--- config.mk ---
export PLATFORM = sky130hd
export DESIGN_NAME = skew_fifo_in
export DESIGN_NICKNAME = d
export VERILOG_FILES = /design/src/rtl/skew_fifo_in.sv
export SDC_FILE = /design/constraint.sdc
export NUM_CORES = 2
export LEC_CHECK = 0
export ABC_CLOCK_PERIOD_IN_PS = 2800
export BUFFER_PORTS_ARGS = -buffer_cell sky130_fd_sc_hd__buf_2
export CORE_MARGIN = 4
export CORE_UTILIZATION = 42
export DETAILED_ROUTE_END_ITERATION = 16
export HOLD_SLACK_MARGIN = 0.05
export PLACE_DENSITY_LB_ADDON = 0.15
export SYNTH_ARGS = -nofsm -noshare
export SYNTH_HDL_FRONTEND = slang
export SYNTH_SLANG_ARGS = --single-unit
--- constraint.sdc ---
create_clock -name clk -period 2.8 [get_ports clk]
set_input_delay 0.56 -clock clk [delete_from_list [all_inputs] [get_ports clk]]
set_output_delay 0.56 -clock clk [all_outputs]
set_load 0.03 [all_outputs]
--- src/rtl/skew_fifo_in.sv ---
// skew_fifo_in: per-row activation FIFOs that issue whole wavefronts into a
// row-skewed pipeline feeding a systolic array (row r delayed by r cycles).
module skew_fifo_in #(
  parameter int SA_SIZE         = 8,
  parameter int ACTIVATION_SIZE = 32,
  parameter int DEPTH           = 4
) (
  input  logic                                    clk,
  input  logic                                    resetn,
  input  logic                                    in_valid,
  output logic                                    in_ready,
  input  logic [ACTIVATION_SIZE-1:0]              in,
  input  logic [$clog2(SA_SIZE)-1:0]              in_row_idx,
  input  logic                                    stream_en,
  input  logic                                    clear,
  output logic [SA_SIZE-1:0][ACTIVATION_SIZE-1:0] outputs,
  output logic [SA_SIZE-1:0]                      out_valid,
  output logic                                    wave_avail,
  output logic                                    all_empty
);
  localparam int RW = $clog2(SA_SIZE);
  localparam int PW = $clog2(DEPTH);
  localparam int CW = PW + 1;
  logic [SA_SIZE-1:0] w_nz, w_full, w_busy;
  logic               w_fire;
  assign in_ready   = !w_full[in_row_idx] && !clear;
  assign wave_avail = &w_nz;
  assign w_fire     = stream_en && wave_avail && !clear;
  assign all_empty  = !(|w_nz) && !(|w_busy);
  for (genvar r = 0; r < SA_SIZE; r++) begin : g_row
    localparam int N = r + 1;
    logic [PW-1:0]              r_wptr, r_rptr;
    logic [CW-1:0]              r_cnt;
    logic [ACTIVATION_SIZE-1:0] r_mem [DEPTH];
    logic [ACTIVATION_SIZE-1:0] r_sd [N];
    logic [N-1:0]               r_sv;
    logic                       w_push;
    assign w_push = in_valid && in_ready && (in_row_idx == RW'(r));
    always_ff @(posedge clk) if (w_push) r_mem[r_wptr] <= in;
    // Stage data only moves alongside a valid bit, so outputs hold between wavefronts
    always_ff @(posedge clk or negedge resetn) begin
      if (!resetn) begin
        r_wptr <= '0;
        r_rptr <= '0;
        r_cnt  <= '0;
        r_sv   <= '0;
        for (int k = 0; k < N; k++) r_sd[k] <= '0;
      end else if (clear) begin
        r_wptr <= '0;
        r_rptr <= '0;
        r_cnt  <= '0;
        r_sv   <= '0;
      end else begin
        if (w_push) r_wptr <= r_wptr + 1'b1;
        if (w_fire) r_rptr <= r_rptr + 1'b1;
        r_cnt <= r_cnt + CW'(w_push) - CW'(w_fire);
        r_sv  <= (r_sv << 1) | N'(w_fire);
        if (w_fire) r_sd[0] <= r_mem[r_rptr];
        for (int k = 1; k < N; k++) if (r_sv[k-1]) r_sd[k] <= r_sd[k-1];
      end
    end
    assign w_nz[r]      = r_cnt != '0;
    assign w_full[r]    = r_cnt == CW'(DEPTH);
    assign w_busy[r]    = |r_sv;
    assign outputs[r]   = r_sd[N-1];
    assign out_valid[r] = r_sv[N-1];
  end
endmodule

==> impl_metrics.toml <==
[status]
status = "complete, but fails checks"
violations = "setup timing"

[global_route]
grt_max_degree = 129
use_met1_pct = 26.7
antenna_found_initial = 22
grt_pass1_vias = 45300
globalRouteOverflowTotal = 0
grt_use_met3_pct = 3.11
use_met2_pct = 29.2
grt_busiest_layer = "met2"
track_usage_pct = 18.5
grt_pass1_wl_mm = 297

[power]
p_leak_nw = 43.5
p_per_area_nw_per_um2 = 671
p_int_mw = 52.7
switching_share_pct = 20.6
clockPowerShare_pct = 46.3
p_total_mw = 66.4
p_switching_mw = 13.7
ir_drop_uv = 641
seqPwrFrac_pct = 52.0
p_comb_share_pct = 1.7

[clocking]
cts_htree_levels = 4
cts_made_buffers = 228
clkSinkCount = 2240
cts_root_buf = "clkbuf_16"
cts_tree = "yes"
clk_latency_ns = 0.85
clock_path_buffers = 3
clk_pin_slew_ns = 0.06

[route]
wl_per_cell_um = 22.1
vias = 43600
drc_errors = 0
drt_iter0_drc = 3288
viasPerCell = 4.97
drtPass1Iterations = 7
wl_mm = 194
final_antenna_net_count = 0

[timing]
setup_viol = 3
grt_setup_unrepaired = "true"
relSlewSlack_pct = 30.9
max_freq_ghz = 0.338
whs_ns = 0.138
hold_violations = 0
setup_slack_ns = -0.160
finalCritPeriodShare_pct = 106
min_period_ns = 2.96
skew_ns = 0.0318
worst_pin_slew_ns = 1.04
drv_slew = 0

[worst_setup_path]
worstPathRequired_ns = 2.24
startpoint_type = "flop"
crit_type = "reg2out"
cp-end-kind = "primary output"
reg2reg_depth = 8
crit_fanout = 4
critical_path_arrival_ns = 2.40

[yosys]
synth-simple-area-share_pct = 8.69
ys_ff_latch = 2240
yosysSeqAreaShare_pct = 71.0
synth_flop_cell = "dfrtp_1"
synth_xor_area_share_pct = 0.325
synth_compound_area_share_pct = 0.136
synth_edf_count = 1024
muxShareOfSynthArea_pct = 15.5
synth_top_family_by_area = "multiplexers"
synth_cell_types = 46
syn-num-nets = 5712
avgSynthCellArea_um2 = 15.3
async_flop_share_pct = 54.3
synth_cells = 5624
ys_warn_count = 0
syn_area_um2 = 86200
synthAdderAreaFrac_pct = 0.767

[floorplan]
core-area_um2 = 204000
die_area_um2 = 212000
fp.dieH_um = 461
io_pins = 307
die_x_um = 461
rows = 166
initial_core_util_pct = 42.2

[job]
maxCapViolations = 0

[cells_and_area]
fillers = 17700
post-route-util_pct = 48.4
drive_gt1_share_pct = 29.5
area_growth_pct = 14.8
nets = 5966

[worst_hold_path]
worstHoldPathCells = 1
hold_class = "in2reg"

[placed_design]
dp_hpwl_mm = 117
io_buffers = 306
gp_congestion = 0.764
sequential cells by signal (all words and copies together), names as in the netlist:
signal        flops
g_row.r_mem    1024
g_row.r_sd      928
outputs         224
g_row.r_cnt      24
g_row.r_rptr     16
g_row.r_wptr     16
g_row.r_sv        8
worst paths after layout:
path / slack, ns / to / startpoint
worst max-delay path: -0.16 / all_empty / g_row[2].r_cnt[0]$_DFF_PN0_
worst min-delay path: 0.14 / g_row[2].r_mem[2][24]$_DFFE_PP_ / in[24]
worst max register to register: 0.34 / g_row[4].r_sd[136]$_DFFE_PN0P_ / g_row[7].r_cnt[2]$_DFF_PN0_
worst min register to register: 0.45 / g_row[5].r_sd[125]$_DFFE_PN0P_ / g_row[5].r_sd[157]$_DFFE_PN0P_
max in group asynchronous: 1.48 / g_row[4].r_sd[53]$_DFFE_PN0P_ / resetn
min in group asynchronous: 0.29 / outputs[251]$_DFFE_PN0P_ / resetn
cell usage in the layout (no fill, tap or decap), drive strengths merged, types with 2 or more instances in the layout:
cell         Yosys  final
nor3b            2      2
a211oi           4      4
clkinv           0     80
mux2i            8      8
xor2             8      8
xnor2           24     24
mux4           256    256
and2            32     32
or3              2      2
mux2           592    592
fa               8      8
clkbuf         193    319
nand2         1741   1741
edfxtp        1024   1024
nor2            65     65
clkinvlp         0      6
nand3            5      5
buf            302    516
dlygate4sd3      0      3
bufinv           0     20
nor2b           25     25
dfrtp         1216   1216
nor3            11     11
nand2b           8      8
diode            0     10
inv             32     41
nor4            12     12
ha              40     40
power groups by stage:
stage | sequential [mW] | combinational (mW) | clock, mW
finish | 34.5 | 1.12 | 30.8
global route | 34.5 | 1.25 | 33.1
CTS | 34.5 | 1.19 | 31.7
detailed placement | 35.2 | 1.17 | 0
global placement | 35.2 | 1.14 | 0
floorplan | 35.2 | 0.133 | 0
layer usage:
layer / wire length [um] / vias up
met3: 9820 / 292
met1: 88500 / 22600
met4: 5300 / 8
met2: 90500 / 829
li1: - / 19900
met5: 39 / -
metrics by stage:
| stage | std cells | worst slack [ns] | instance area [um2] | setup TNS (ns) |
|---|---|---|---|---|
| final | 8780 | -0.160 | 98900 | -0.385 |
| after floorplan | 5624 | 0.0394 | 86200 | 0 |
| after CTS | 8766 | -0.406 | 98800 | -0.840 |
| after global placement | 8319 | 0.0383 | 90900 | 0 |
| after detailed placement | 8319 | 0.0113 | 90900 | 0 |
| after global routing | 8772 | -0.286 | 98900 | -0.755 |
cells in the mapped netlist, drive strengths merged, types with 24 or more instances:
| cell | number | area, um2 |
|---|---|---|
| and2 | 32 | 200 |
| mux2 | 592 | 7530 |
| buf | 302 | 2230 |
| edfxtp | 1024 | 30700 |
| nor2b | 25 | 156 |
| clkbuf | 193 | 724 |
| ha | 40 | 500 |
| mux4 | 256 | 5770 |
| nor2 | 65 | 244 |
| dfrtp | 1216 | 30400 |
| nand2 | 1741 | 6540 |
| xnor2 | 24 | 210 |
| inv | 32 | 120 |
repair_timing:
item | CTS | global route
pin swaps | 6 | 3
gates resized for setup | 30 | 7
setup endpoints to repair | 3 | 3
buffers inserted | 10 | 4
hold endpoints to repair | 55 | 0
hold buffers | 3 | 0
cells by family after synthesis:
| kind of cell | after synthesis |
|---|---|
| AOI/OAI and AO/OA | 10 |
| xor gates and xnor gates | 32 |
| adders and majority gates | 48 |
| buffers and inverters | 527 |
| DFF | 2240 |
| muxes | 856 |
| and+or+nand+nor | 1911 |
critical path, cell delays in order (launching register included):
cell and delay (ns):
dfrtp_1 0.43, or3_4 0.42, nor2_4 0.15, nand3_4 0.10, nor3_4 0.17, buf_6 0.16, buf_12 0.12
area by class of cell:
cell class	instances	area (um2)	share of cell area, %
antenna	10	25.0	0.0253
clock buffer	319	6470	6.54
clock inverter	115	1240	1.25
inverter	32	145	0.147
multi-input combinational	2857	22100	22.4
sequential	2240	61200	61.9
tap	2688	3360	3.40
timing repair buffer	519	4330	4.38
No activity file was read; power rests on OpenSTA's default activity.
